$ cat src/rtl/div_pkg.sv
// +------------------------------------------------------------------+
// | div_pkg: shared state encoding and default widths for the divider |
// | rev 1.0                                                           |
// +------------------------------------------------------------------+
`default_nettype none

package div_pkg;

  localparam int DIV_DW = 16;
  localparam int DIV_VW = 8;

  typedef enum logic [1:0] {
    IDLE = 2'd0,
    RUN  = 2'd1,
    ZERO = 2'd2,
    DONE = 2'd3
  } div_state_e;

endpackage

`default_nettype wire

$ cat src/rtl/div_step.sv
// +------------------------------------------------------------------+
// | div_step: one restoring compare/subtract/shift step               |
// | rev 1.0                                                           |
// +------------------------------------------------------------------+
`default_nettype none

module div_step #(
  parameter int VW = 8
) (
  input  logic [VW:0]   r,
  input  logic          qmsb,
  input  logic [VW-1:0] divisor,
  output logic [VW:0]   r_next,
  output logic          qbit
);

  logic [VW:0] t;
  logic [VW:0] d_ext;
  // The top bit of r is always 0 between steps; it is shifted out here.
  logic        unused_rmsb;

  assign unused_rmsb = r[VW];

  always_comb begin
    t     = {r[VW-1:0], qmsb};
    d_ext = {1'b0, divisor};
    if (t >= d_ext) begin
      r_next = t - d_ext;
      qbit   = 1'b1;
    end else begin
      r_next = t;
      qbit   = 1'b0;
    end
  end

endmodule

`default_nettype wire

$ cat src/rtl/seq_divider.sv
// +------------------------------------------------------------------+
// | seq_divider: iterative restoring divider, start/busy/done handshake |
// | rev 1.0                                                           |
// +------------------------------------------------------------------+
`default_nettype none

module seq_divider
  import div_pkg::*;
#(
  parameter int DW = DIV_DW,
  parameter int VW = DIV_VW
) (
  input  logic          clk,
  input  logic          reset,
  input  logic          start,
  input  logic [DW-1:0] dividend,
  input  logic [VW-1:0] divisor,
  output logic          busy,
  output logic          done,
  output logic [DW-1:0] quotient,
  output logic [VW-1:0] remainder,
  output logic          dbz
);

  localparam int            CW   = $clog2(DW + 1);
  localparam logic [CW-1:0] LAST = CW'(DW - 1);

  div_state_e    state_q, state_d;
  logic [VW:0]   r_q, r_d;
  logic [DW-1:0] q_q, q_d;
  logic [VW-1:0] div_q, div_d;
  logic [CW-1:0] cnt_q, cnt_d;
  logic [DW-1:0] quot_q, quot_d;
  logic [VW-1:0] rem_q, rem_d;
  logic          dbz_q, dbz_d;

  logic [VW:0]   step_r;
  logic          step_qbit;

  div_step #(.VW(VW)) u_step (
    .r       (r_q),
    .qmsb    (q_q[DW-1]),
    .divisor (div_q),
    .r_next  (step_r),
    .qbit    (step_qbit)
  );

  always_comb begin
    state_d = state_q;
    r_d     = r_q;
    q_d     = q_q;
    div_d   = div_q;
    cnt_d   = cnt_q;
    quot_d  = quot_q;
    rem_d   = rem_q;
    dbz_d   = dbz_q;
    case (state_q)
      IDLE, DONE: begin
        state_d = IDLE;
        if (start) begin
          q_d     = dividend;
          div_d   = divisor;
          r_d     = '0;
          cnt_d   = '0;
          state_d = (divisor == '0) ? ZERO : RUN;
        end
      end
      RUN: begin
        r_d   = step_r;
        q_d   = {q_q[DW-2:0], step_qbit};
        cnt_d = cnt_q + 1'b1;
        // Results are published only on the last step so the old result stays visible.
        if (cnt_q == LAST) begin
          state_d = DONE;
          quot_d  = {q_q[DW-2:0], step_qbit};
          rem_d   = step_r[VW-1:0];
          dbz_d   = 1'b0;
        end
      end
      ZERO: begin
        state_d = DONE;
        quot_d  = '1;
        rem_d   = q_q[VW-1:0];
        dbz_d   = 1'b1;
      end
      default: state_d = IDLE;
    endcase
  end

  always_ff @(posedge clk or negedge reset) begin
    if (!reset) begin
      state_q <= IDLE;
      r_q     <= '0;
      q_q     <= '0;
      div_q   <= '0;
      cnt_q   <= '0;
      quot_q  <= '0;
      rem_q   <= '0;
      dbz_q   <= 1'b0;
    end else begin
      state_q <= state_d;
      r_q     <= r_d;
      q_q     <= q_d;
      div_q   <= div_d;
      cnt_q   <= cnt_d;
      quot_q  <= quot_d;
      rem_q   <= rem_d;
      dbz_q   <= dbz_d;
    end
  end

  assign busy      = (state_q == RUN) || (state_q == ZERO);
  assign done      = (state_q == DONE);
  assign quotient  = quot_q;
  assign remainder = rem_q;
  assign dbz       = dbz_q;

endmodule

`default_nettype wire

$ cat config.mk
export PLATFORM = sky130hd
export DESIGN_NAME = seq_divider
export DESIGN_NICKNAME = d
export VERILOG_FILES = /design/src/rtl/div_pkg.sv /design/src/rtl/div_step.sv /design/src/rtl/seq_divider.sv
export SDC_FILE = /design/constraint.sdc
export NUM_CORES = 1
export LEC_CHECK = 0
export ABC_AREA = 1
export BUFFER_PORTS_ARGS = -buffer_cell sky130_fd_sc_hd__buf_2
export CORE_ASPECT_RATIO = 1.5
export CORE_MARGIN = 2
export CORE_UTILIZATION = 56
export DETAILED_ROUTE_END_ITERATION = 8
export GPL_ROUTABILITY_DRIVEN = 0
export PLACE_DENSITY = 0.83
export SLEW_MARGIN = 20
export SYNTH_ARGS = -nofsm -noshare
export SYNTH_HDL_FRONTEND = slang
export SYNTH_SLANG_ARGS = --single-unit
$ cat constraint.sdc
create_clock -name clk -period 2.8 [get_ports clk]
set_input_delay 0.56 -clock clk [delete_from_list [all_inputs] [get_ports clk]]
set_output_delay 0.56 -clock clk [all_outputs]
set_load 0.005 [all_outputs]
==> impl_metrics.sql, run 1 <==
INSERT INTO impl_metrics (metric_group, metric, value, unit) VALUES
('status', 'outcome', 'finished clean', ''),
('clocking', 'numCtsBuffers', '9', ''),
('grt', 'grt_first_pass_wirelength', '12.5', 'mm'),
('setup_path', 'rrSetupSlack', '0.63', 'ns'),
('sta', 'fin_hold_ws', '0.379', 'ns'),
('clocking', 'clk_latency', '0.34', 'ns'),
('clocking', 'post_cts_resized', '0', ''),
('finish', 'layout.filler_cells', '518', ''),
('finish', 'finalCoreUtilization', '0.665', ''),
('drt', 'post_drt_wl_per_cell', '14.1', 'um'),
('finish', 'antenna-diode-count', '0', ''),
('clocking', 'cts.clk_slew.worst_paths', '0.07', 'ns'),
('sta', 'highest_clock_frequency_the_design_can_meet', '0.460', 'GHz'),
('drt', 'detailedRoute.firstIterationViolations', '170', ''),
('clocking', 'clock_tree.root_cell', 'clkbuf_8', ''),
('clocking', 'cts_setup_buffers', '0', ''),
('setup_path', 'critPathLaunchType', 'flip-flop', ''),
('power_and_ir_drop', 'leakage', '2.05', 'nW'),
('sta', 'fin_worst_skew', '0.00847', 'ns'),
('synthesis', 'post-synth-top-area-fraction', '0.481', ''),
('synthesis', 'yosysUniqueCellTypes', '33', ''),
('clocking', 'cts.htree.levels', '3', ''),
('finish', 'most-common-layout-cells', 'nand2_1 (117), dfrtp_1 (64), buf_2 (53)', ''),
('setup_path', 'worstPathMaxFanout', '19', ''),
('drt', 'remaining_drc_errors', '0', ''),
('sta', 'setup_tns', '0', 'ns'),
('drt', 'route.detailed.vias_per_inst', '5.35', ''),
('drt', 'drtPass1Iterations', '4', ''),
('sta', 'timing.slew.headroom', '0.425', ''),
('die', 'num_io_pins', '54', ''),
('setup_path', 'critPathArrivalTime', '2.40', 'ns'),
('place', 'dp.final_hpwl', '5.52', 'mm'),
('setup_path', 'end_kind', 'flip-flop', ''),
('sta', 'setup_violations', '0', ''),
('die', 'std_cell_rows', '34', ''),
('finish', 'design_area', '3850', 'um^2'),
('drt', 'routed_wl', '7.54', 'mm'),
('finish', 'final_nets', '500', ''),
('place', 'port-buffer-count', '53', ''),
('synthesis', 'synth.ff_latch_count', '64', ''),
('drt', 'dr_total_vias', '2868', ''),
('setup_path', 'crit_required', '3.03', 'ns'),
('grt', 'antenna_found_initial', '0', ''),
('run', 'timing.max_cap.violations', '0', ''),
('finish', 'layout-drive-gt1-share', '0.222', ''),
('synthesis', 'synthesis.area_per_instance', '8.30', 'um^2'),
('synthesis', 'netlist_top_cells_area', 'dfrtp_1 (48%), nand2_1 (13%), inv_1 (5.8%)', ''),
('clocking', 'tritoncts', 'built', ''),
('die', 'floorplan.die.width', '66.9', 'um'),
('synthesis', 'synthCells', '401', ''),
('place', 'post_dp_cell_area', '3640', 'um^2'),
('clocking', 'cts.path.max_buffers', '2', ''),
('sta', 'worstMarginPinSlew', '0.859', 'ns'),
('die', 'chipHeight', '98.4', 'um'),
('synthesis', 'synth_top_cell_by_area', 'dfrtp_1', ''),
('die', 'fp.dieArea', '6590', 'um^2'),
('hold_path', 'hold_path.class', 'in2async', ''),
('power_and_ir_drop', 'power.density_cell_area', '1130', 'nW/um^2'),
('synthesis', 'syn-cell-area', '3330', 'um^2'),
('synthesis', 'yosys_warnings', '0', ''),
('setup_path', 'timing_worst_setup_path_type', 'reg2reg', ''),
('die', 'fp.coreArea', '5790', 'um^2'),
('sta', 'timing.final.crit_share', '0.776', ''),
('sta', 'unrepaired_setup_endpoints_after_global_routing', 'false', ''),
('sta', 'final_critical_path_setup_slack', '0.628', 'ns'),
('clocking', 'post_cts_hold_buffer_count', '0', ''),
('grt', 'globalRoute.totalOverflow', '0', ''),
('finish', 'area.growth.synth_to_final', '15.6', '%'),
('sta', 'drv_slew', '0', ''),
('place', 'dp_worst_setup_slack', '0.676', 'ns'),
('die', 'floorplan.initialDensity', '0.575', ''),
('grt', 'grt_pass1_vias', '2774', ''),
('grt', 'grt_max_degree', '65', ''),
('clocking', 'cts_sink_count', '64', ''),
('finish', 'commonest_non_fill_non_tap_cell_in_the_layout', 'nand2_1', ''),
('sta', 'finalHoldViolCount', '0', ''),
('grt', 'grtUsageTotal', '0.251', ''),
('drt', 'final_antenna_net_count', '0', ''),
('sta', 'period_needed', '2.17', 'ns'),
('power_and_ir_drop', 'worst_ir_drop_on_vdd', '0.000586', 'V'),
('synthesis', 'synth.yosys.seq_area_share', '0.481', ''),
('synthesis', 'synth.net_count', '442', '');
==> power breakdown <==
part / switching, mW / total, mW / internal (mW)
Sequential: 0.158 / 1.39 / 1.23
Combinational: 1.37 / 2.14 / 0.764
Clock: 0.369 / 0.807 / 0.438
Total: 1.90 / 4.33 / 2.43
==> per-stage QoR <==
step	std cells	power, mW
floorplan	401	3.00
global placement	520	3.43
detailed placement	520	3.51
CTS	536	4.34
global route	536	4.66
finish	536	4.33
==> path summary, 6_finish.rpt <==
path | from | to | depth (start not counted)
setup / recovery | state_q[0] | q_q[0] | 11
max in group asynchronous | reset | q_q[6] | 2
min in group clk | dividend[11] | q_q[11] | 3
setup reg to reg | state_q[0] | q_q[0] | 11
hold reg to reg | remainder[5] | remainder[5] | 2
hold / removal | reset | state_q[1] | 2
==> metal layers <==
metal	share of wire	track usage	routed length [um]
met5	0	0	0
met1	0.37	0.294	2810
met2	0.57	0.443	4260
met4	0.023	0.0879	172
met3	0.039	0.0582	293
==> critical path, stage by stage (launching register included) <==
cell and delay [ns]:
dfrtp_1 0.38, inv_1 0.07, ha_1 0.32, nand2_2 0.27, inv_2 0.06, a21oi_2 0.10
buf_4 0.19, inv_2 0.05, nand2_2 0.26, inv_2 0.17, nand2_1 0.11, o211ai_1 0.08
==> cell families after synthesis <==
| kind of cell | share of synthesized area |
|---|---|
| compound gates | 0.114 |
| xor+xnor | 0.00790 |
| fa+ha+maj | 0.0549 |
| buf+inv | 0.0872 |
| flops | 0.481 |
| simple gates | 0.255 |
==> cells in the mapped netlist <==
library cell  instances
a21oi_1              27
a21oi_2               2
a22oi_1               2
a31oi_1               1
buf_2                 4
buf_4                 3
buf_6                 3
clkbuf_1              1
dfrtp_1              64
fa_1                  1
ha_1                 13
inv_1                51
inv_2                 5
nand2_1             117
nand2_2              12
nand2_4               2
nand2_8               1
nand3_1              25
nand3_2               1
nand4_1               2
nor2_1               27
nor2_2                1
nor2_4                1
nor3_2                1
o211ai_1              2
o21ai_0              11
o21ai_2               1
o221ai_1             13
o22ai_1               2
or2_2                 1
or2_4                 1
xnor2_1               2
xor2_1                1
==> sequential cells by signal, indices dropped and copies added, names as in the netlist <==
signal / flops
q_q: 16
state_q: 2
remainder: 8
cnt_q: 5
quotient: 16
r_q: 8
div_q: 8
dbz: 1
==> layout make-up <==
cell class	instances	area, um^2	share of cell area
Clock buffer	10	138	0.0358
Clock inverter	6	67.6	0.0176
Inverter	56	210	0.0547
Multi-Input combinational cell	270	1440	0.373
Sequential cell	64	1600	0.416
Tap cell	72	90.1	0.0234
Timing Repair Buffer	58	303	0.0787
Power figures use the tool's default switching activity.
==> inputs of run 2 (changes only) <==
Clock period 2.8 ns to 2.1 ns, I/O delays scaled along.
==> run 2 against run 1 <==
Sequential share of layout area shrank 0.20 points. Via count decreased by 0.56%. Clock skew hardly changed. Highest routed layer unchanged. Flip-flop and latch count stayed put.
==> impl_metrics.sql, run 2 (synthesis gave the netlist of run 1 again) <==
INSERT INTO impl_metrics (metric_group, metric, value, unit) VALUES
('grt', 'grt_first_pass_wirelength', '12.8', 'mm'),
('finish', 'commonest_non_fill_non_tap_cell_in_the_layout', 'nand2_1', ''),
('power_and_ir_drop', 'finalPower', '5.72', 'mW'),
('clocking', 'clk_latency', '0.34', 'ns'),
('setup_path', 'crit_required', '2.33', 'ns'),
('sta', 'fin_worst_skew', '0.00803', 'ns'),
('place', 'port-buffer-count', '53', ''),
('clocking', 'clock_tree.root_cell', 'clkbuf_8', ''),
('finish', 'layout-drive-gt1-share', '0.225', ''),
('clocking', 'post_cts_hold_buffer_count', '0', ''),
('sta', 'timing.final.crit_share', '0.919', ''),
('clocking', 'tritoncts', 'built', ''),
('finish', 'most-common-layout-cells', 'nand2_1 (117), dfrtp_1 (64), buf_2 (53)', ''),
('drt', 'post_drt_wl_per_cell', '13.6', 'um'),
('finish', 'final_nets', '502', ''),
('power_and_ir_drop', 'power.sequential.fraction', '0.322', ''),
('sta', 'worstMarginPinSlew', '0.941', 'ns'),
('power_and_ir_drop', 'worst_ir_drop_on_vdd', '0.000890', 'V'),
('die', 'num_io_pins', '54', ''),
('clocking', 'cts.htree.levels', '3', ''),
('place', 'dp.final_hpwl', '5.37', 'mm'),
('drt', 'dr_total_vias', '2852', ''),
('grt', 'antenna_found_initial', '0', ''),
('finish', 'seqCellArea', '1600', 'um^2'),
('drt', 'remaining_drc_errors', '0', ''),
('finish', 'layout.filler_cells', '518', ''),
('die', 'floorplan.initialDensity', '0.575', ''),
('setup_path', 'timing_worst_setup_path_type', 'reg2reg', ''),
('power_and_ir_drop', 'comb_power_share', '0.496', ''),
('grt', 'globalRoute.totalOverflow', '0', ''),
('die', 'fp.coreArea', '5790', 'um^2'),
('die', 'chipHeight', '98.4', 'um'),
('clocking', 'cts.clk_slew.worst_paths', '0.07', 'ns'),
('finish', 'antenna-diode-count', '0', ''),
('power_and_ir_drop', 'clock_power_share', '0.182', ''),
('sta', 'setup_tns', '0', 'ns'),
('sta', 'setup_violations', '0', ''),
('grt', 'grt_pass1_vias', '2985', ''),
('die', 'std_cell_rows', '34', ''),
('clocking', 'cts_setup_buffers', '0', ''),
('sta', 'fin_hold_ws', '0.0731', 'ns'),
('setup_path', 'critPathArrivalTime', '2.16', 'ns'),
('die', 'fp.dieArea', '6590', 'um^2'),
('status', 'outcome', 'finished clean', ''),
('place', 'post_dp_cell_area', '3670', 'um^2'),
('clocking', 'numCtsBuffers', '9', ''),
('power_and_ir_drop', 'switchingPower', '2.49', 'mW'),
('drt', 'route.detailed.vias_per_inst', '5.30', ''),
('finish', 'design_area', '3860', 'um^2'),
('run', 'timing.max_cap.violations', '0', ''),
('sta', 'unrepaired_setup_endpoints_after_global_routing', 'false', ''),
('drt', 'drtPass1Iterations', '4', ''),
('setup_path', 'end_kind', 'flip-flop', ''),
('grt', 'grtUsageTotal', '0.252', ''),
('sta', 'drv_slew', '0', ''),
('sta', 'finalHoldViolCount', '0', ''),
('power_and_ir_drop', 'sw_frac_of_total', '0.434', ''),
('power_and_ir_drop', 'power.density_cell_area', '1480', 'nW/um^2'),
('die', 'floorplan.die.width', '66.9', 'um'),
('grt', 'grt_max_degree', '65', ''),
('setup_path', 'worstPathMaxFanout', '10', ''),
('clocking', 'post_cts_resized', '0', ''),
('power_and_ir_drop', 'internal-power', '3.24', 'mW'),
('power_and_ir_drop', 'leakage', '2.07', 'nW'),
('setup_path', 'critPathLaunchType', 'flip-flop', ''),
('drt', 'final_antenna_net_count', '0', ''),
('sta', 'timing.slew.headroom', '0.370', ''),
('sta', 'highest_clock_frequency_the_design_can_meet', '0.518', 'GHz'),
('clocking', 'cts_sink_count', '64', ''),
('drt', 'detailedRoute.firstIterationViolations', '182', ''),
('clocking', 'cts.path.max_buffers', '2', ''),
('sta', 'period_needed', '1.93', 'ns'),
('finish', 'area.growth.synth_to_final', '16.1', '%'),
('drt', 'routed_wl', '7.32', 'mm'),
('finish', 'multi_input_comb_area', '1440', 'um^2'),
('hold_path', 'hold_path.class', 'in2async', '');
[run 2: metal layers]
layer / track usage / vias to the layer above / wire, um
li1: - / 1402 / -
met1: 0.293 / 1364 / 2870
met2: 0.446 / 71 / 4020
met3: 0.0411 / 15 / 240
met4: 0.113 / 0 / 179
met5: 0 / - / 0
[run 2: final cells by class]
class,count,area share
clock buffer,10,0.0356
clock inverter,6,0.0152
inverter,56,0.0544
multi-input combinational,270,0.372
sequential,64,0.414
tap,72,0.0233
timing repair buffer,60,0.0855
[run 2: power by group through the flow]
stage	clock network [mW]	logic, mW	registers, mW
after floorplan	0	2.17	1.83
after global placement	0	2.71	1.85
after detailed placement	0	2.81	1.86
after CTS	1.06	2.84	1.84
after global routing	1.11	3.21	1.88
final	1.04	2.84	1.84
[run 2: worst max-delay path, cell delays in order, from the launching register on]
cell and delay, ns:
dfrtp_1 0.42, ha_1 0.37, nand2_1 0.09, inv_1 0.05
nand3_1 0.09, nor2_2 0.06, nor2_4 0.30, nand2_8 0.13
nand2_2 0.08, nand3_1 0.10, nand2_1 0.09, nand2_1 0.05
[run 2: path summary, 6_finish.rpt]
path	endpoint	depth (start not counted)	slack (ns)	startpoint
hold reg to reg	remainder[7]	2	0.48	remainder[7]
hold / removal	quotient[1]	2	0.07	reset
max in group asynchronous	r_q[5]	2	1.74	reset
setup reg to reg	remainder[4]	11	0.17	r_q[4]
setup / recovery	remainder[4]	11	0.17	r_q[4]
min in group clk	q_q[9]	3	0.30	dividend[9]
[run 2: stage by stage]
| step | utilization | std cells | setup slack, ns |
|---|---|---|---|
| after floorplan | - | 401 | 0.442 |
| after global placement | 0.634 | 522 | 0.211 |
| after detailed placement | 0.634 | 522 | 0.180 |
| after CTS | 0.668 | 538 | 0.165 |
| after global routing | 0.668 | 538 | 0.0236 |
| final | 0.668 | 538 | 0.169 |
